[config.mk]
export PLATFORM = sky130hd
export DESIGN_NAME = rr_shared_reg_arbiter
export DESIGN_NICKNAME = d
export VERILOG_FILES = /design/src/rtl/rr_shared_reg_arbiter_pkg.sv /design/src/rtl/rr_shared_reg_arbiter_pick.sv /design/src/rtl/rr_shared_reg_arbiter.sv
export SDC_FILE = /design/constraint.sdc
export NUM_CORES = 1
export LEC_CHECK = 0
export BUFFER_PORTS_ARGS = -buffer_cell sky130_fd_sc_hd__buf_2
export CORE_ASPECT_RATIO = 1.4
export CORE_UTILIZATION = 55
export CTS_BUF_LIST = sky130_fd_sc_hd__clkbuf_8
export DETAILED_ROUTE_END_ITERATION = 12
export PLACE_DENSITY = 0.93
export RECOVER_POWER = 100
export SYNTH_ARGS = -nofsm -noshare
export SYNTH_HDL_FRONTEND = slang
export SYNTH_SLANG_ARGS = --single-unit
[constraint.sdc]
create_clock -name clk -period 8.7 [get_ports clk]
set_clock_uncertainty 0.15 [all_clocks]
set_input_delay 0.87 -clock clk [delete_from_list [all_inputs] [get_ports clk]]
set_output_delay 0.87 -clock clk [all_outputs]
set_load 0.1 [all_outputs]
[src/rtl/rr_shared_reg_arbiter_pkg.sv]
// Shared definitions for the round-robin shared-register arbiter:
// FSM state encoding and a constant-foldable ceil(log2) helper.
package rr_shared_reg_arbiter_pkg;

  typedef enum logic [1:0] {
    ST_IDLE   = 2'd0,
    ST_OWN    = 2'd1,
    ST_ROTATE = 2'd2
  } arb_state_e;

  function automatic int clog2(input int value);
    int result;
    result = 0;
    while ((64'd1 << result) < 64'(value)) begin
      result = result + 1;
    end
    return result;
  endfunction

endpackage

[src/rtl/rr_shared_reg_arbiter_pick.sv]
// Rotating-priority encoder: picks the first asserted request at or after
// ptr_i (wrapping modulo N_REQ). Purely combinational.
module rr_shared_reg_arbiter_pick
  import rr_shared_reg_arbiter_pkg::*;
#(
  parameter int N_REQ = 4,
  parameter int IW    = clog2(N_REQ)
) (
  input  logic [N_REQ-1:0] req_i,
  input  logic [IW-1:0]    ptr_i,
  output logic [N_REQ-1:0] onehot_o,
  output logic [IW-1:0]    idx_o,
  output logic             any_o
);

  logic [IW:0]   sum_s;
  logic [IW-1:0] cand_s;
  logic          found_s;

  // Scan candidates ptr, ptr+1, ... and latch onto the first requester seen.
  always_comb begin
    sum_s    = '0;
    cand_s   = '0;
    found_s  = 1'b0;
    onehot_o = '0;
    idx_o    = '0;
    for (int i = 0; i < N_REQ; i++) begin
      sum_s = {1'b0, ptr_i} + (IW+1)'(i);
      if (sum_s >= (IW+1)'(N_REQ)) begin
        sum_s = sum_s - (IW+1)'(N_REQ);
      end else begin
        sum_s = sum_s;
      end
      cand_s = sum_s[IW-1:0];
      if (!found_s && req_i[cand_s]) begin
        found_s          = 1'b1;
        onehot_o[cand_s] = 1'b1;
        idx_o            = cand_s;
      end else begin
        found_s = found_s;
      end
    end
    any_o = found_s;
  end

endmodule

[src/rtl/rr_shared_reg_arbiter.sv]
// Round-robin arbiter sharing one DW-bit register among N_REQ requesters.
// Optional feature: define RR_BURST_LIMIT_EN to cap each grant at MAX_BURST loads.
module rr_shared_reg_arbiter
  import rr_shared_reg_arbiter_pkg::*;
#(
  parameter int N_REQ     = 4,
  parameter int DW        = 8,
  parameter int MAX_BURST = 4
) (
  input  logic              clk,
  input  logic              rst_n,
  input  logic [N_REQ-1:0]  req,
  input  logic [N_REQ*DW-1:0] data_in,
  output logic [N_REQ-1:0]  grant,
  output logic              busy,
  output logic [DW-1:0]     q,
  output logic              q_valid
);

  localparam int IW = clog2(N_REQ);

  if (N_REQ < 2 || DW < 1 || MAX_BURST < 1) begin : g_param_check
    $error("rr_shared_reg_arbiter: N_REQ must be >= 2, DW and MAX_BURST >= 1");
  end

  arb_state_e       state_q, state_d;
  logic [N_REQ-1:0] grant_q, grant_d;
  logic [IW-1:0]    idx_q, idx_d;
  logic [IW-1:0]    ptr_q, ptr_d;
  logic [DW-1:0]    data_q, data_d;
  logic             q_valid_q, q_valid_d;
  logic             busy_q;
  logic             release_s;

  logic [N_REQ-1:0] pick_onehot_s;
  logic [IW-1:0]    pick_idx_s;
  logic             pick_any_s;
  logic [DW-1:0]    data_arr_s [N_REQ];

`ifdef RR_BURST_LIMIT_EN
  localparam int BW = clog2(MAX_BURST + 1);
  logic [BW-1:0] burst_q, burst_d;
`endif

  for (genvar k = 0; k < N_REQ; k++) begin : g_data_split
    assign data_arr_s[k] = data_in[k*DW +: DW];
  end

  rr_shared_reg_arbiter_pick #(
    .N_REQ (N_REQ),
    .IW    (IW)
  ) u_pick (
    .req_i    (req),
    .ptr_i    (ptr_q),
    .onehot_o (pick_onehot_s),
    .idx_o    (pick_idx_s),
    .any_o    (pick_any_s)
  );

  // The counter saturates at MAX_BURST because release fires before it can go further.
`ifdef RR_BURST_LIMIT_EN
  assign release_s = !req[idx_q] || (burst_q == BW'(MAX_BURST));
`else
  assign release_s = !req[idx_q];
`endif

  // Next-state and datapath decisions; q_valid defaults low so it only follows a load.
  always_comb begin
    state_d   = state_q;
    grant_d   = grant_q;
    idx_d     = idx_q;
    ptr_d     = ptr_q;
    data_d    = data_q;
    q_valid_d = 1'b0;
`ifdef RR_BURST_LIMIT_EN
    burst_d   = burst_q;
`endif
    case (state_q)
      ST_IDLE: begin
        if (pick_any_s) begin
          grant_d = pick_onehot_s;
          idx_d   = pick_idx_s;
          state_d = ST_OWN;
`ifdef RR_BURST_LIMIT_EN
          burst_d = '0;
`endif
        end else begin
          grant_d = '0;
        end
      end
      ST_OWN: begin
        if (release_s) begin
          grant_d = '0;
          state_d = ST_ROTATE;
        end else begin
          data_d    = data_arr_s[idx_q];
          q_valid_d = 1'b1;
`ifdef RR_BURST_LIMIT_EN
          burst_d   = burst_q + BW'(1);
`endif
        end
      end
      ST_ROTATE: begin
        grant_d = '0;
        state_d = ST_IDLE;
        if (idx_q == IW'(N_REQ - 1)) begin
          ptr_d = '0;
        end else begin
          ptr_d = idx_q + IW'(1);
        end
      end
      default: begin
        grant_d = '0;
        state_d = ST_IDLE;
      end
    endcase
  end

  // State, pointer, grant and shared register flops.
  always_ff @(posedge clk or negedge rst_n) begin
    if (!rst_n) begin
      state_q   <= ST_IDLE;
      grant_q   <= '0;
      idx_q     <= '0;
      ptr_q     <= '0;
      data_q    <= '0;
      q_valid_q <= 1'b0;
      busy_q    <= 1'b0;
`ifdef RR_BURST_LIMIT_EN
      burst_q   <= '0;
`endif
    end else begin
      state_q   <= state_d;
      grant_q   <= grant_d;
      idx_q     <= idx_d;
      ptr_q     <= ptr_d;
      data_q    <= data_d;
      q_valid_q <= q_valid_d;
      busy_q    <= (state_d != ST_IDLE);
`ifdef RR_BURST_LIMIT_EN
      burst_q   <= burst_d;
`endif
    end
  end

  assign grant   = grant_q;
  assign busy    = busy_q;
  assign q       = data_q;
  assign q_valid = q_valid_q;

endmodule

## After elaboration in Yosys (flattened, before gate mapping)

Cells that the tools add are included.

| storage, ports and cells | value |
|---|---|
| flip-flop bits (word level) | 20 |
| input port bits | 38 |
| output and inout port bits | 14 |

| cells by class | value |
|---|---|
| $add $sub $neg | 8 |
| order comparisons | 14 |
| equal/unequal tests | 4 |
| muxes and demuxes | 46 |
| bitwise operators | 4 |
| reductions and logical operators | 14 |

Operators by type and width:

| operator | number |
|---|---|
| $mux 4 | 6 |
| $mux 2 | 11 |
| $bmux 8 s2 | 1 |
| $mux 8 | 2 |
| $lt 2x3->1 const B | 5 |
| $mux 1 | 15 |
| $ge 3x3->1 const B | 4 |
| $or 4x4->4 | 3 |
| $bmux 1 s2 | 5 |
| $demux 1 s2 | 4 |
| $ge 2x1->1 const B | 4 |
| $pmux 4 s2 | 1 |
| $sub 2x1->2 const B | 4 |
| $logic_and 1x1->1 | 7 |
| $add 2x2->3 const B | 2 |
| $eq 2x2->1 const B | 2 |
| $pmux 2 s2 | 1 |
| $reduce_and 2->1 | 2 |
| $add 2x1->3 const B | 1 |
| $ge 2x3->1 const B | 1 |
| $logic_not 1->1 | 3 |
| $not 2->3 | 1 |
| $add 2x1->2 const B | 1 |
| $eq 2x1->1 const B | 1 |
| 3 further kinds | 3 |

## Depth between registers and ports, before layout

Gate-level depths: netlist (run 1).

| depth | value |
|---|---|
| depth in word-level cells | 17 |
| depth in mapped cells | 8 |
| depth with buffers taken out | 7 |

## Cells and area by module

A second synthesis (run 1) with hierarchy kept.

| second synthesis, totals | value |
|---|---|
| cell total of the unflattened synthesis | 108 |
| area, all modules | 1,425.1 um2 |

By module, submodules not included:

| module | instances | cells each | area an instance (um2) | sequential area each (um2) |
|---|---|---|---|---|
| rr_shared_reg_arbiter | 1 | 63 | 1,003.5 | 500.5 |
| rr_shared_reg_arbiter_pick | 1 | 45 | 421.7 | 0.0 |

## Worst setup path after synthesis (run 1)

OpenSTA, ideal clock, no wires.

| timing path | value |
|---|---|
| path type | register to register |
| start | register ptr_q[1] |
| end | register grant_q[0], in the netlist grant[0] |
| data arrival time | 2,706 ps |
| slack | 5,718 ps |
| cell stages (with the launch flop) | 9 |
| path buffers | 1 |
| period minus slack after synthesis | 2,982 ps |
| path through | dfrtp_1 -> clkbuf_1 -> inv_1 -> ha_1 -> mux4_2 -> or2_4 -> o31ai_4 -> nor3_1 -> a221o_1 |

| between the ends | value |
|---|---|
| longest elaborated chain between the ends | 16 |
| elaborated cells between the ends (all ways) | 62 |
| those cells by class | 7 x add/sub; 12 x order compare; 30 x mux; 3 x bitwise; 10 x reduce/logical |

Ends and longest elaborated chain:

| what | line | RTL |
|---|---|---|
| start, declared | rr_shared_reg_arbiter.sv:29 | `logic [IW-1:0] ptr_q, ptr_d;` |
| start signal, assigned | rr_shared_reg_arbiter.sv:136 | `ptr_q <= ptr_d;` |
| branches (longest 14 deep; another with $add 2x1->3) | n/a |  |
| $mux 4 (*) | rr_shared_reg_arbiter.sv:80 | `if (pick_any_s) begin` |
| $pmux 4 s2 (*) | rr_shared_reg_arbiter.sv:78 | `case (state_q)` |
| end signal, assigned | rr_shared_reg_arbiter.sv:134 | `grant_q <= grant_d;` |
| end, declared | rr_shared_reg_arbiter.sv:27 | `logic [N_REQ-1:0] grant_q, grant_d;` |

Every way passes the cells marked *. The select of a mux whose other input is x is not followed.
A chain may end at the register's enable or synchronous reset.

## Worst setup path in the final report (run 1)

| timing path | value |
|---|---|
| start | register ptr_q[0] |
| end | register grant_q[2], in the netlist grant[2] |

The elaborated chain is that of the path after synthesis.

==> summary.txt, run 1 <==
Total core area: 2417 sq um
Seq/Total Area, Yosys: 35.37%
Setup Crit Path Kind: flop to flop
CTS buffer count: 3
CP required: 8.69 ns
Synth Cell Area: 1415 sq um
CP Capture Type: flop
Rel. slew slack: -14.62%
Worst Hold Path Cells: 1
FF-to-FF path depth: 7
Worst-Skew Late Latency: 0.25 ns
Status: finished with violations
Reg-to-reg endpoint: grant[2]
Fill count: 187
RR Startpoint: ptr_q[0]
Hold EP: q[7]
Total negative setup slack: 0 ns
Synth cell types: 32
Worst-Margin Slew: 1.716 ns
Port Buffers: 51
Yosys top cell area share: 35.37%
FP Rows: 21
EDFF count, synth: 0
Period utilization: 41.96%
Yosys reg bits: 20
Top FF cell, synth: dfrtp_1
Antenna Nets Post-Route: 0
Top cell type by total area after synthesis: dfrtp_1
Drt drc: 0
Routed WL: 3.191 mm
MaxCap Viol Count: 1
DRT Pass-1 Iters: 5
# Post-CTS Setup Buffers: 0
Net Count, Synth: 158
Die Area: 2783 sq um
Per-cell routed wire length: 16.62 um
H-tree depth: 1
Gr usage total: 23.99%
Worst EP arrival: 3.64 ns
Critical path, cell by cell: inv_1 > ha_1 > mux4_2 > or2_0 > o31ai_1 > nor3_1 > a221o_1
Die width: 44.87 um
Via count: 1151
RD Place Congestion: 0.8904
Diode count: 0
Reg2Reg Setup Slack: 5.05 ns
Gr ovfl total: 0
Share of cells above drive strength 1: 36.71%
First-pass GRT wire length: 4.767 mm
Tmin final: 3.651 ns
# IOs: 52
CTS sink count: 20
Buf/Inv on CP: 1
DRT iter0 DRCs: 31
Avg Inst Size Synth: 12.75 sq um
CP peak stage delay: 0.73 ns
Main area contributors after synthesis: dfrtp_1, mux4_2, ha_1, mux2_2, mux4_1
CP top delay family: compound AO/OA/AOI/OAI gates
CTS clock-pin slew for the worst setup and hold paths: 0.07 ns
TritonCTS clock tree: done
Hold_buf cts: 0
Vias in the first global route: 1085
Failing checks: capacitance limit, slew limit
Detailed placement HPWL: 2.465 mm
Slowest cell on crit path: o31ai_1
Layout area overhead: 18.83%
Initial core utilization: 58.54%
Post-DR vias/cell: 5.995
# resized after CTS: 0
Layout Nets: 207
Die height: 62.02 um
Root Driver: clkbuf_8
Largest net degree at the start of global routing: 21
Post-synth ARST share: 100.0%
Crit start category: flop
Worst Path Max Fanout: 16
Final setup vio count: 0
Fmax achieved: 0.2739 GHz
Initial antenna violation count: 0
Top-count cell post-synth: dfrtp_1
Syn. warnings: 0
Hold path startpoint: q[7]
RSZ-0062 raised after global routing: no
CTS Buffer Depth: 2
Worst hold path class: flop to flop
Syn Inst Count: 111
Top cells by count, synth: dfrtp_1, mux4_2, ha_1, mux2_2
Final Max Tran Viols: 15
Hold Vio Cnt, Final: 0
## through the flow
stage          worst slack [ns]  cells  util [%]  hold slack [ns]  cell area (sq um)
2_1_floorplan             5.718    111         -           0.3152               1415
3_3_place_gp              5.563    189     69.51           0.3353               1680
3_5_place_dp              5.448    189     69.51           0.3482               1680
4_1_cts                   5.428    192     71.22           0.3636               1722
5_1_grt                   4.747    192     69.57           0.3878               1682
6_report                  5.049    192     69.57           0.3648               1682
## flip-flops by register name, summed over array words and instances, names as in the netlist
name / count
q: 8
grant: 4
idx_q: 2
ptr_q: 2
state_q: 2
busy: 1
q_valid: 1
## layout by cell type, fill, tap and decap left out, types with 3 or more instances in the layout
master / Yosys / routed
a221o_1: 4 / 4
inv_1: 4 / 4
mux4_1: 3 / 3
buf_2: 3 / 36
mux4_2: 10 / 10
clkbuf_1: 2 / 15
nor3_1: 5 / 5
a221oi_1: 4 / 4
clkbuf_8: 0 / 3
dfrtp_1: 20 / 20
nor2_1: 5 / 5
mux2_2: 9 / 8
nor2b_1: 5 / 5
ha_1: 9 / 9
nand2_1: 4 / 4
o21ai_0: 3 / 3
## kinds of logic after synthesis
family | Yosys count | synth area share, %
flops | 20 | 35.37
mux | 24 | 30.06
compound gates | 23 | 13.88
simple gates | 24 | 9.019
fa+ha+maj | 9 | 7.958
buf+inv | 11 | 3.713
## worst reg2reg max path: stages (launching register included)
cell     delay [ns]
dfrtp_1        0.70
inv_1          0.19
ha_1           0.44
mux4_2         0.62
or2_0          0.27
o31ai_1        0.73
nor3_1         0.14
a221o_1        0.29
## metal layers
| layer | global-route usage (%) | wire [um] | up-vias |
|---|---|---|---|
| li1 | - | - | 533 |
| met1 | 26.55 | 1125 | 554 |
| met2 | 46.22 | 1847 | 58 |
| met3 | 2.312 | 171 | 6 |
| met4 | 9.957 | 47 | 0 |
| met5 | 0 | 0 | - |
## worst max path at each step
| stage | from | endpoint | cells past startpoint |
|---|---|---|---|
| floorplan | ptr_q[1] | grant[0] | 8 |
| global placement | ptr_q[0] | grant[3] | 7 |
| detailed placement | ptr_q[0] | grant[2] | 7 |
| CTS | ptr_q[0] | grant[2] | 7 |
| global route | ptr_q[0] | grant[1] | 7 |
| finish | ptr_q[0] | grant[2] | 7 |
## cell type report
cell class	instances	area (sq um)	share of cell area, %
inverter	4	15.01	0.8929
sequential	20	500.5	29.76
timing repair buffer	51	236.5	14.06
tap	34	42.54	2.530
multi-input combinational	80	845.8	50.30
clock buffer	3	41.29	2.455
Power of run 1 is left out: the tool's default activity adds up to more than one toggle a clock period on the data nets, which glitch-free logic cannot reach.
==> run 2: changes to the inputs <==
- ABC_AREA: unset -> 1
- CORE_UTILIZATION: 55 -> 52
- PLACE_DENSITY: 0.93 -> 0.87
- clock period: 8.7 -> 3.6 ns (I/O delays scaled with it)
==> run 2 against run 1 <==
Net effect:
- sequential share of layout area is 2.4 points lower
- clock-buffer cell count did not move
- synthesized area grew 8.6%
- synthesized cell count up 91%
- worst hold slack lost 0.027 ns
- global-route usage up 3.6 points
- critical endpoint is now idx_q[1]
- final area increased by 8.8%
- the run now ends clean
==> summary.txt, run 2 <==
Status: finished clean
CP required: 3.65 ns (-5.04 ns)
Gr usage total: 27.58% (+3.6 points)
Die width: 47.94 um (+6.8%)
Worst Hold Path Cells: 2 (+1)
Crit start category: flop
Hold EP: grant[0]
Largest family of logic cells by synthesized area: simple AND/OR/NAND/NOR gates
Port Buffers: 51 (unchanged)
Main area contributors after synthesis: dfrtp_1, nand2_1, ha_1, nor2_1, nand3_1
Critical Path Source: ptr_q[0]
CTS Buffer Depth: 2 (unchanged)
Reg2Reg Setup Slack: 0.95 ns (-4.10 ns)
Root Driver: clkbuf_8
Rel. slew slack: 22.00% (+37 points)
Net Count, Synth: 259 (+64%)
FF+latch area: 500.5 sq um (unchanged)
Top FF cell, synth: dfrtp_1
CTS clock-pin slew for the worst setup and hold paths: 0.07 ns (about the same)
Syn. warnings: 0 (unchanged)
Drt drc: 0 (unchanged)
Initial antenna violation count: 0 (unchanged)
Die height: 66.32 um (+6.9%)
Top cells by count, synth: nand2_1, nor2_1, dfrtp_1, nand3_1, inv_1
Per-cell routed wire length: 12.72 um (-23%)
Post-Synth XOR/XNOR Area: 0% (unchanged)
Max reg flops: 8 (unchanged)
Vias in the first global route: 1531 (+41%)
Post-synthesis mux area share: 0% (-30 points)
FP Rows: 23 (+9.5%)
Multi-input logic area: 897.1 sq um (+6.1%)
CTS buffer count: 3 (unchanged)
Setup Crit Path Kind: flop to flop
Worst EP arrival: 2.70 ns (-0.94 ns)
Worst-Skew Late Latency: 0.25 ns (about the same)
TritonCTS clock tree: done
Synth Cell Area: 1536 sq um (+8.6%)
Simple-gate portion of the synthesized area: 38.84% (+30 points)
Initial core utilization: 53.93% (-4.6 points)
CP peak stage delay: 0.70 ns (-0.03 ns)
Avg Inst Size Synth: 7.248 sq um (-43%)
Post-synth ARST share: 100.0% (unchanged)
# IOs: 52 (unchanged)
MaxCap Viol Count: 0 (-1)
Yosys top cell area share: 32.57% (-2.8 points)
First-pass GRT wire length: 6.292 mm (+32%)
RSZ-0062 raised after global routing: no
Reg-to-reg endpoint: idx_q[1]
Top-count cell post-synth: nand2_1
Slowest cell on crit path: dfrtp_1
Tmin final: 2.649 ns (-1.001 ns)
RR Startpoint: ptr_q[0]
Compound-gate portion of the synthesized area: 13.19% (-0.69 points)
Die Area: 3179 sq um (+14%)
Routed WL: 3.779 mm (+18%)
Largest net degree at the start of global routing: 25 (+19%)
Yosys reg bits: 20 (unchanged)
Layout area overhead: 19.06%
FF-to-FF path depth: 10 (+3)
Total negative setup slack: 0 ns (unchanged)
Worst-Margin Slew: 1.175 ns (-0.5406 ns)
Synth cell types: 25 (-22%)
Gr ovfl total: 0 (unchanged)
Seq/Total Area, Yosys: 32.57% (-2.8 points)
Critical path, cell by cell: inv_8 > ha_1 > inv_1 > nand2_2 > nand2_1 > nor2_1 > nand4_1 > nand3_1 > nand2_1 > nand2_1
Total core area: 2849 sq um (+18%)
Post-DR vias/cell: 5.434 (-9.3%)
CP Capture Type: flop
Final setup vio count: 0 (unchanged)
Most frequent cells in the layout: nand2_1, buf_2, nor2_1, dfrtp_1, nand3_1
EDFF count, synth: 0 (unchanged)
H-tree depth: 1 (unchanged)
# resized after CTS: 0 (unchanged)
Top cell type by total area after synthesis: dfrtp_1
Fill count: 250 (+34%)
CTS sink count: 20 (unchanged)
Final Max Tran Viols: 0 (-15)
Syn Inst Count: 212 (+91%)
DRT iter0 DRCs: 33 (+6.5%)
Fmax achieved: 0.3775 GHz (+38%)
Hold path startpoint: grant[0]
Layout Nets: 308 (+49%)
Via count: 1614 (+40%)
Hold_buf cts: 1 (+1)
RD Place Congestion: 0.8912 (about the same)
Adder-Cell Fraction of Synth Area: 7.329% (-0.63 points)
DRT Pass-1 Iters: 4 (-1)
Hold Vio Cnt, Final: 0 (unchanged)
Worst hold path class: flop to flop
Share of cells above drive strength 1: 21.54% (-15 points)
Antenna Nets Post-Route: 0 (unchanged)
# Post-CTS Setup Buffers: 0 (unchanged)
Period utilization: 73.59% (+32 points)
Commonest non-fill, non-tap cell in the layout: nand2_1
Worst Path Max Fanout: 13 (-3)
Detailed placement HPWL: 2.873 mm (+17%)
CP dominant cell by count: nand2_1
Diode count: 0 (unchanged)
-- run 2: layout make-up --
| class | instances | area share (%) |
|---|---|---|
| Clock inverter | 1 | 1.642 |
| Tap cell | 37 | 2.531 |
| Clock buffer | 3 | 2.257 |
| Timing Repair Buffer | 52 | 13.47 |
| Inverter | 16 | 3.694 |
| Multi-Input combinational cell | 168 | 49.04 |
| Sequential cell | 20 | 27.36 |
-- run 2: logic make-up (layout without fill, tap and decap cells) --
family | Yosys count | in the layout
AO/OA/AOI/OAI | 31 | 31
adder cells (fa/ha/maj) | 9 | 9
buffers and inverters | 24 | 72
flip-flops | 20 | 20
AND/OR/NAND/NOR | 128 | 128
-- run 2: worst max path at each step --
| stage | depth (start not counted) | endpoint | slack [ns] |
|---|---|---|---|
| after global placement | 7 | q[6] | 1.42 |
| after floorplan | 12 | idx_q[0] | 1.74 |
| final | 10 | idx_q[1] | 0.95 |
| after detailed placement | 10 | grant[3] | 1.39 |
| after global routing | 7 | q[7] | 0.71 |
| after CTS | 10 | idx_q[1] | 1.34 |
-- run 2: stage by stage --
step	std cells	hold slack [ns]	cell area (sq um)	setup WS, ns	utilization (%)
2_1_floorplan	212	-0.08559	1536	1.741	-
3_3_place_gp	292	0.1722	1782	1.415	62.54
6_report	297	0.3380	1829	0.9507	64.21
3_5_place_dp	292	0.1743	1782	1.393	62.54
5_1_grt	297	0.3497	1829	0.7052	64.21
4_1_cts	297	0.3341	1863	1.343	65.39
-- run 2: worst max-delay path: cells and delay by family, from the launching register on --
| kind | cells | cell delay, ns |
|---|---|---|
| adder cells (fa/ha/maj) | 1 | 0.38 |
| flip-flops | 1 | 0.70 |
| buffers and inverters | 2 | 0.22 |
| AND/OR/NAND/NOR | 7 | 1.13 |
-- run 2: per-layer routing --
metal | share of wire, % | global-route usage (%)
met5 | 0 | 0
met4 | 4.1 | 12.15
met3 | 3.8 | 4.098
met2 | 55 | 47.80
met1 | 37 | 31.63
Power of run 2 is left out for the same reason.
==> run 3: changes to the inputs <==
- CORE_UTILIZATION: 52 -> 47
- PLACE_DENSITY: 0.87 -> 0.83
- clock period: 3.6 -> 2.36 ns (I/O delays scaled with it)
==> run 3 against run 2 <==
Net effect:
- die area increased by 10%
- fmax increased by 28%
- routed wire length increased by 6.4%
- largest cell class unchanged
- clock-buffer cell count unchanged
- critical path type unchanged
- global-route usage decreased by 3.0 points
- via count increased by 0.37%
- sequential share of layout area decreased by 0.64 points
- critical path depth unchanged
- register-to-register slack got worse by 0.66 ns
- final area increased by 2.4%
==> summary.txt, run 3 (synthesis gave the netlist of run 2 again) <==
CTS Buffer Depth: 2 (unchanged)
Initial core utilization: 49.20% (-4.7 points)
Die height: 69.65 um (+5.0%)
Detailed placement HPWL: 3.075 mm (+7.1%)
TritonCTS clock tree: done
Final setup vio count: 0 (unchanged)
CP dominant cell by count: nand2_1
First-pass GRT wire length: 6.610 mm (+5.1%)
# IOs: 52 (unchanged)
Worst-Skew Late Latency: 0.26 ns (about the same)
Crit start category: flop
Per-cell routed wire length: 13.22 um (+3.9%)
Layout area overhead: 21.91%
Vias in the first global route: 1518 (-0.85%)
CTS sink count: 20 (unchanged)
Setup Crit Path Kind: flop to flop
H-tree depth: 1 (unchanged)
Drt drc: 0 (unchanged)
Worst Path Max Fanout: 7 (-6)
Diode count: 0 (unchanged)
Hold Slack: 0.2259 ns (-0.1121 ns)
Die Area: 3505 sq um (+10%)
Initial antenna violation count: 0 (unchanged)
Max reg flops: 8 (unchanged)
M3 GR Usage: 2.851% (-1.2 points)
Layout Nets: 313 (+1.6%)
Via count: 1620 (+0.37%)
Gr usage total: 24.57% (-3.0 points)
Gr ovfl total: 0 (unchanged)
Final Max Tran Viols: 0 (unchanged)
Status: finished clean
Met2 global-route usage: 44.89% (-2.9 points)
Buf/Inv on CP: 3 (+1)
Rel. slew slack: 21.99% (about the same)
Worst-Margin Slew: 1.175 ns (+0.00008705 ns)
Worst EP arrival: 2.07 ns (-0.63 ns)
Routed WL: 4.020 mm (+6.4%)
CP Capture Type: flop
MaxCap Viol Count: 0 (unchanged)
Most frequent cells in the layout: nand2_1, buf_2, nor2_1, dfrtp_1
DRT Pass-1 Iters: 4 (unchanged)
Met1 Track Usage GR: 26.86% (-4.8 points)
Share of cells above drive strength 1: 23.02% (+1.5 points)
# resized after CTS: 0 (unchanged)
CP required: 2.36 ns (-1.29 ns)
Tmin final: 2.072 ns (-0.5776 ns)
DRT iter0 DRCs: 52 (+58%)
Fmax achieved: 0.4827 GHz (+28%)
FP Rows: 24 (+4.3%)
CP peak stage delay: 0.48 ns (-0.22 ns)
CTS clock-pin slew for the worst setup and hold paths: 0.07 ns (about the same)
Total core area: 3123 sq um (+9.6%)
Multi-input logic area: 904.6 sq um (+0.84%)
Post-DR vias/cell: 5.329 (-1.9%)
Slowest cell on crit path: dfrtp_1
Fill count: 307 (+23%)
Worst hold path class: primary input to flop
RSZ-0062 raised after global routing: no
Hold Vio Cnt, Final: 0 (unchanged)
Period utilization: 87.78% (+14 points)
GRT busiest layer: met2
RD Place Congestion: 0.9616 (+7.9%)
CTS buffer count: 3 (unchanged)
Die width: 50.32 um (+5.0%)
Reg2Reg Setup Slack: 0.29 ns (-0.66 ns)
Commonest non-fill, non-tap cell in the layout: nand2_1
Root Driver: clkbuf_8
FF+latch area: 500.5 sq um (unchanged)
Largest net degree at the start of global routing: 21 (-16%)
Critical path, cell by cell: inv_1 > ha_1 > inv_1 > nand3_1 > nand2_1 > nand4_1 > nand2_1 > inv_1 > nand2_1 > nand2_1
Total negative setup slack: 0 ns (unchanged)
Port Buffers: 51 (unchanged)
CP top delay family: simple AND/OR/NAND/NOR gates
Antenna Nets Post-Route: 0 (unchanged)
[run 3: changes by cell type in the layout (fill, tap and decap cells not counted)]
| cell | change |
|---|---|
| buf_4 | +4 |
| clkbuf_1 | +1 |
| nor2_1 | -1 |
| nor2_4 | +1 |
[run 3: per-layer routing]
| layer | part of all wire [%] | vias up |
|---|---|---|
| met1 | 38 | 729 |
| met5 | 0 | - |
| met4 | 3.6 | 0 |
| li1 | - | 807 |
| met3 | 5.0 | 15 |
| met2 | 54 | 69 |
[run 3: layout make-up]
class	count	share of cell area (%)
multi-input combinational	168	48.30
sequential	20	26.72
timing repair buffer	57	14.96
inverter	16	3.607
tap	39	2.605
clock buffer	3	2.204
clock inverter	1	1.603
[run 3: repair_timing]
item,CTS,global route
setup buffers,0,0
endpoints found under the hold margin,20,0
hold buffers,1,0
[run 3: path summary, 6_finish.rpt]
check / depth (start not counted) / from / end
worst max-delay path: 10 / ptr_q[1] / idx_q[1]
min in group asynchronous: 2 / rst_n / q[1]
worst max register to register: 10 / ptr_q[1] / idx_q[1]
worst min-delay path: 4 / req[3] / state_q[1]
max in group asynchronous: 2 / rst_n / ptr_q[1]
worst min register to register: 2 / q[2] / q[2]
[run 3: worst min-delay path, stage by stage]
cell and delay (ns):
buf_2 0.10, nand2_1 0.05, o211ai_1 0.13, a21oi_1 0.09
[run 3: through the flow]
step | cells | worst slack (ns) | instance area [sq um] | util, %
3_5_place_dp | 299 | 0.4100 | 1822 | 58.33
2_1_floorplan | 212 | 0.5013 | 1536 | -
3_3_place_gp | 299 | 0.4899 | 1822 | 58.33
4_1_cts | 304 | 0.4014 | 1903 | 60.94
5_1_grt | 304 | 0.1229 | 1873 | 59.98
6_report | 304 | 0.2883 | 1873 | 59.98
Power of run 3 is left out for the same reason.
